==> src/rtl/wb_reg_file_pkg.sv <==
// ---------------------------------------------------------------------------
// wb_reg_file_pkg
// Shared constants for the writeback register file slice:
//   - result-select encodings driven on mem_to_reg_wb
//   - GPR address width, the link register index and the hardwired zero reg
// ---------------------------------------------------------------------------
package wb_reg_file_pkg;

    localparam int ADDR_W = 5;

    localparam logic [1:0] RES_ALU = 2'b00;
    localparam logic [1:0] RES_MEM = 2'b01;
    localparam logic [1:0] RES_HI  = 2'b10;
    localparam logic [1:0] RES_LO  = 2'b11;

    localparam int LINK_REG = 31;

    localparam logic [ADDR_W-1:0] REG_ZERO = 5'd0;

endpackage : wb_reg_file_pkg

==> src/rtl/wb_reg_file_gpr_array.sv <==
// ---------------------------------------------------------------------------
// wb_reg_file_gpr_array
// General-purpose register storage: one synchronous write port, two
// combinational read ports with same-cycle write-to-read bypass.
// Register 0 is never stored and always reads as zero, bypass included.
//
// Ports:
//   clk, rst_n         clock (rising edge), async active-low reset
//   we, waddr, wdata   write port, committed on the rising edge
//   raddr_a, rdata_a   read port A (combinational)
//   raddr_b, rdata_b   read port B (combinational)
// ---------------------------------------------------------------------------
module wb_reg_file_gpr_array
#(
    parameter int DATA_W = 32,
    parameter int NREGS  = 32
)
(
    input  logic                                  clk,
    input  logic                                  rst_n,
    input  logic                                  we,
    input  logic [wb_reg_file_pkg::ADDR_W-1:0]    waddr,
    input  logic [DATA_W-1:0]                     wdata,
    input  logic [wb_reg_file_pkg::ADDR_W-1:0]    raddr_a,
    output logic [DATA_W-1:0]                     rdata_a,
    input  logic [wb_reg_file_pkg::ADDR_W-1:0]    raddr_b,
    output logic [DATA_W-1:0]                     rdata_b
);
    import wb_reg_file_pkg::*;

    logic [DATA_W-1:0] regs [NREGS];

    // Writes to r0 are dropped here so the storage for r0 stays at its reset
    // value; the read path also forces zero so r0 never depends on storage.
    always_ff @(posedge clk or negedge rst_n) begin
        if (!rst_n) begin
            for (int i = 0; i < NREGS; i++) begin
                regs[i] <= '0;
            end
        end else if (we && (waddr != REG_ZERO)) begin
            regs[waddr] <= wdata;
        end
    end

    // Bypass lets the decode stage see a value being committed this cycle.
    always_comb begin
        rdata_a = regs[raddr_a];
        if (raddr_a == REG_ZERO) begin
            rdata_a = '0;
        end else if (we && (raddr_a == waddr)) begin
            rdata_a = wdata;
        end
    end

    always_comb begin
        rdata_b = regs[raddr_b];
        if (raddr_b == REG_ZERO) begin
            rdata_b = '0;
        end else if (we && (raddr_b == waddr)) begin
            rdata_b = wdata;
        end
    end

endmodule : wb_reg_file_gpr_array

==> src/rtl/wb_reg_file.sv <==
// ---------------------------------------------------------------------------
// wb_reg_file
// Writeback stage: selects the writeback result (ALU, load, HI, LO or link
// PC+4), commits it to the GPR array and updates the HI/LO pair. Serves the
// two decode read ports and exports result/destination for forwarding.
//
// Ports:
//   clk, rst_n                       clock (rising edge), async active-low reset
//   alu_out_wb, read_data_wb         ALU result, load data
//   write_reg_wb, reg_write_wb       destination GPR and its write enable
//   mem_to_reg_wb                    result select (ALU/load/HI/LO)
//   link_wb, pc_plus_4_wb            link write of the return address to LINK_REG
//   hi_out_wb, lo_out_wb,
//   hilo_write_wb                    HI/LO update values and enable
//   rs_addr/rs_data, rt_addr/rt_data decode read ports (bypassed)
//   hi_q, lo_q                       architectural HI/LO
//   result_wb, dest_wb               selected value and effective destination
// ---------------------------------------------------------------------------
module wb_reg_file
#(
    parameter int DATA_W   = 32,
    parameter int NREGS    = 32,
    parameter int LINK_REG = wb_reg_file_pkg::LINK_REG
)
(
    input  logic                                clk,
    input  logic                                rst_n,
    input  logic [DATA_W-1:0]                   alu_out_wb,
    input  logic [DATA_W-1:0]                   read_data_wb,
    input  logic [wb_reg_file_pkg::ADDR_W-1:0]  write_reg_wb,
    input  logic                                reg_write_wb,
    input  logic [1:0]                          mem_to_reg_wb,
    input  logic                                link_wb,
    input  logic [DATA_W-1:0]                   pc_plus_4_wb,
    input  logic [DATA_W-1:0]                   hi_out_wb,
    input  logic [DATA_W-1:0]                   lo_out_wb,
    input  logic                                hilo_write_wb,
    input  logic [wb_reg_file_pkg::ADDR_W-1:0]  rs_addr,
    input  logic [wb_reg_file_pkg::ADDR_W-1:0]  rt_addr,
    output logic [DATA_W-1:0]                   rs_data,
    output logic [DATA_W-1:0]                   rt_data,
    output logic [DATA_W-1:0]                   hi_q,
    output logic [DATA_W-1:0]                   lo_q,
    output logic [DATA_W-1:0]                   result_wb,
    output logic [wb_reg_file_pkg::ADDR_W-1:0]  dest_wb
);
    import wb_reg_file_pkg::ADDR_W;
    import wb_reg_file_pkg::RES_ALU;
    import wb_reg_file_pkg::RES_MEM;
    import wb_reg_file_pkg::RES_HI;
    import wb_reg_file_pkg::RES_LO;
    import wb_reg_file_pkg::REG_ZERO;

    localparam logic [ADDR_W-1:0] LINK_ADDR = ADDR_W'(LINK_REG);

    logic gpr_we;

    // HI/LO selections read the committed registers, so an mfhi/mflo in the
    // same cycle as a HI/LO update sees the old value.
    always_comb begin
        result_wb = alu_out_wb;
        dest_wb   = write_reg_wb;
        if (link_wb) begin
            result_wb = pc_plus_4_wb;
            dest_wb   = LINK_ADDR;
        end else begin
            unique case (mem_to_reg_wb)
                RES_ALU: result_wb = alu_out_wb;
                RES_MEM: result_wb = read_data_wb;
                RES_HI:  result_wb = hi_q;
                RES_LO:  result_wb = lo_q;
                default: result_wb = alu_out_wb;
            endcase
        end
    end

    assign gpr_we = (reg_write_wb | link_wb) && (dest_wb != REG_ZERO);

    always_ff @(posedge clk or negedge rst_n) begin
        if (!rst_n) begin
            hi_q <= '0;
            lo_q <= '0;
        end else if (hilo_write_wb) begin
            hi_q <= hi_out_wb;
            lo_q <= lo_out_wb;
        end
    end

    wb_reg_file_gpr_array #(
        .DATA_W (DATA_W),
        .NREGS  (NREGS)
    ) u_gpr (
        .clk     (clk),
        .rst_n   (rst_n),
        .we      (gpr_we),
        .waddr   (dest_wb),
        .wdata   (result_wb),
        .raddr_a (rs_addr),
        .rdata_a (rs_data),
        .raddr_b (rt_addr),
        .rdata_b (rt_data)
    );

endmodule : wb_reg_file

==> config.mk <==
export PLATFORM = sky130hd
export DESIGN_NAME = wb_reg_file
export DESIGN_NICKNAME = d
export VERILOG_FILES = /design/src/rtl/wb_reg_file_pkg.sv /design/src/rtl/wb_reg_file_gpr_array.sv /design/src/rtl/wb_reg_file.sv
export SDC_FILE = /design/constraint.sdc
export NUM_CORES = 2
export LEC_CHECK = 0
export CORE_UTILIZATION = 56
export DETAILED_ROUTE_END_ITERATION = 16
export DONT_BUFFER_PORTS = 1
export GPL_TIMING_DRIVEN = 0
export MAX_ROUTING_LAYER = met4
export PLACE_DENSITY = 0.78
export SLEW_MARGIN = 20
export SYNTH_ARGS = -nofsm -noshare
export SYNTH_HDL_FRONTEND = slang
export SYNTH_SLANG_ARGS = --single-unit
==> constraint.sdc <==
create_clock -name clk -period 3.8 [get_ports clk]
set_clock_uncertainty 0.15 [all_clocks]
set_input_delay 0.57 -clock clk [delete_from_list [all_inputs] [get_ports clk]]
set_output_delay 0.57 -clock clk [all_outputs]
set_load 0.01 [all_outputs]
==> impl_results.md <==
* Syn_nets at roughly 5300
* Max-slew violation count at 0
* Layout cell share with drive strength beyond 1 at 0.235
* Mapped Area at approximately 0.057 mm2
* Period utilization at 1.04
* Worst path max stage delay at about 420 ps
* Die Y at between 300 and 400 um
* Top cell type's share of synthesized area at 0.481
* Multi-input gate area at between 0.02 and 0.03 mm2
* Starting DRC count in detailed routing at 8925
* First-pass DRT Iterations at 8
* Worst path cell trace: buf_8 -> buf_8 -> buf_6 -> buf_6 -> mux2_2 -> o22ai_1 -> o31ai_1 -> a211oi_1 -> a211oi_2
* Yosys cell types at 60
* Vias in the first global route at between 40000 and 50000
* Vias at 50800
* CTS tree: done
* Synth Area per Inst at 11.0 um2
* Starting Density at 0.566
* Clk Latency, worst-skew pair at a little under 800 ps
* Final setup margin at -143 ps
* Syn Inst Count at between 5000 and 6000
* Top-count cell post-synth: dfrtp_1
* Seq/Total Area, Yosys at 0.481
* Nets at roughly 5500
* Root Buffer: clkbuf_16
* Hold WC Path Type: input pin to flop
* TNS Setup at -2060 ps
* Fmax at ~250 MHz
* Core Area at 0.100 mm2
* Leakage power at approximately 27 nW
* Worst EP arrival at between 3000 and 4000 ps
* Flops & latches, synth at approximately 1100
* Setup crit end kind: output port
* Yosys top cell by area: dfrtp_1
* Worst Tran Pin Value at roughly 1300 ps
* Initial antenna violation count at 26
* Placed inst area at between 0.05 and 0.06 mm2
* Failing checks: negative setup slack
* CP Max Fanout at 10
* Total Routing Usage GR at 0.551
* CP required at roughly 3100 ps
* Status: finished with violations
* Final setup violation count at 35
* Critical Path Start Type: input pin
* Clock transition at path regs at about 60 ps
* Commonest cells post-synth: dfrtp_1, nand2_1, o21ai_0
* Port-buffer cells at 0
* Area growth syn-to-layout at 15.9%
* Mean routed wirelength per cell at a little over 40 um
* Hold Worst Slack at 7.37 ps
* Layout fillers at 7665
* Die Area at 0.102 mm2
* Slew margin rel. at 0.145
* Final Hold Viols at 0
* Post-route DRC at 0
* Depth of the CTS H-tree at 3
* Min Tclk post-route at around 4000 ps
* Total Wirelength at 276000 um
* FFs w/ async S/R, synth at 1.00
* Max Cap Violations at 0
* Critical path class: input pin to output port
* Sink Count at approximately 1100
* Detailed placer's ending HPWL at between 200000 and 250000 um
* Largest net degree at the start of global routing at approximately 1100
* Synth Warn # at 0
* Die X at 320 um
* Grt ovf at 0
* Row count at 116
* Reg area at 0.0272 mm2
* Pwr Density at between 500 and 600 mW/mm2
* Finished Cell Area at 0.0657 mm2
* CP max stage cell: o22ai_1
* Synth top area cells: dfrtp_1, mux4_2, o21ai_0
* Final ANT Viol Nets at 0
* Total power draw at 35.9 mW
* Peak VDD IR at 0.383 mV
* Total CTS buffers at 116
* Vias/cell at 7.48
* GPL Wtd Cong at 1.15
* Top FF cell, synth: dfrtp_1
* First-pass GRT wire length at 375000 um
* CTS max path bufs at 3
* Num ports at around 350
* Final core occ at 0.656
* EDFF count, synth at 0
cell type report:
type	count	area share
Multi-Input combinational cell	3450	0.427
Tap cell	1298	0.0247
Clock inverter	64	0.0141
Timing Repair Buffer	104	0.0187
Inverter	40	0.00234
Antenna cell	35	0.00133
Sequential cell	1088	0.414
Buffer	553	0.0468
Clock buffer	156	0.0509
report_power, final:
group / switching [mW] / total, mW / internal, mW
clock: 5.33 / 12.8 / 7.44
sequential: 1.61 / 15.0 / 13.4
combinational: 4.98 / 8.12 / 3.14
total: 11.9 / 35.9 / 24.0
through the flow:
step                      setup slack [ps]  std cells
after floorplan                        714       5144
after global placement               -1500       6442
after detailed placement             -1450       6446
after CTS                            -51.4       6735
after global routing                 -15.0       6777
final                                 -143       6788
state kept, by name, summed over array words and instances, names as in the netlist:
signal	cells
lo_q	32
hi_q	32
u_gpr.regs	1024
layout by cell type (no fill, tap or decap), types with 38 or more instances in the layout:
cell type         n
nand2_1         589
mux2i_1          69
mux4_2          452
a31oi_1          38
o21ai_0         518
dlygate4sd3_1    77
clkbuf_16       118
nor2_1          468
clkbuf_2         49
clkbuf_1        335
buf_6            41
o21ai_1          81
dfrtp_1        1088
mux2i_4          41
inv_1            39
buf_4            52
a21oi_1         451
a22oi_1          70
mux2_2          197
buf_2            53
o22ai_1         100
cells by family after synthesis:
| family | after synthesis | share of synthesized area |
|---|---|---|
| AOI/OAI and AO/OA | 1453 | 0.144 |
| xor gates and xnor gates | 6 | 0.000927 |
| buffers and inverters | 606 | 0.0463 |
| DFF | 1088 | 0.481 |
| muxes | 766 | 0.239 |
| and+or+nand+nor | 1225 | 0.0892 |
worst paths after layout:
check / slack, ps / start / end / cells after the start
setup / recovery: -140 / rt_addr[0] / rt_data[0] / 9
setup reg to reg: 830 / hi_q[20] / u_gpr.regs[756] / 5
hold / removal: 7 / pc_plus_4_wb[27] / u_gpr.regs[987] / 2
hold reg to reg: 330 / u_gpr.regs[1019] / u_gpr.regs[1019] / 1
min in group asynchronous: 90 / rst_n / hi_q[5] / 2
max in group asynchronous: 300 / rst_n / u_gpr.regs[411] / 5
routing by layer:
metal | up-vias | global-route usage | wire length [um]
li1 | 19300 | - | -
met1 | 25600 | 0.660 | 94900
met2 | 4779 | 0.730 | 112000
met3 | 1157 | 0.293 | 47800
met4 | 0 | 0.327 | 21100
met5 | - | - | 0
critical path: cells and delay by family:
family                 cells  cell delay (ps)
muxes                      1              380
AOI/OAI and AO/OA          4             1000
buffers and inverters      4             1180
timing repair:
item	in CTS	in global routing
hold buffers	75	3
endpoints found under the hold margin	1164	380
buffers inserted	6	10
gates resized for setup	350	98
pin swaps	10	12
setup endpoints to repair	76	63
(Power assumes the default switching activity.)
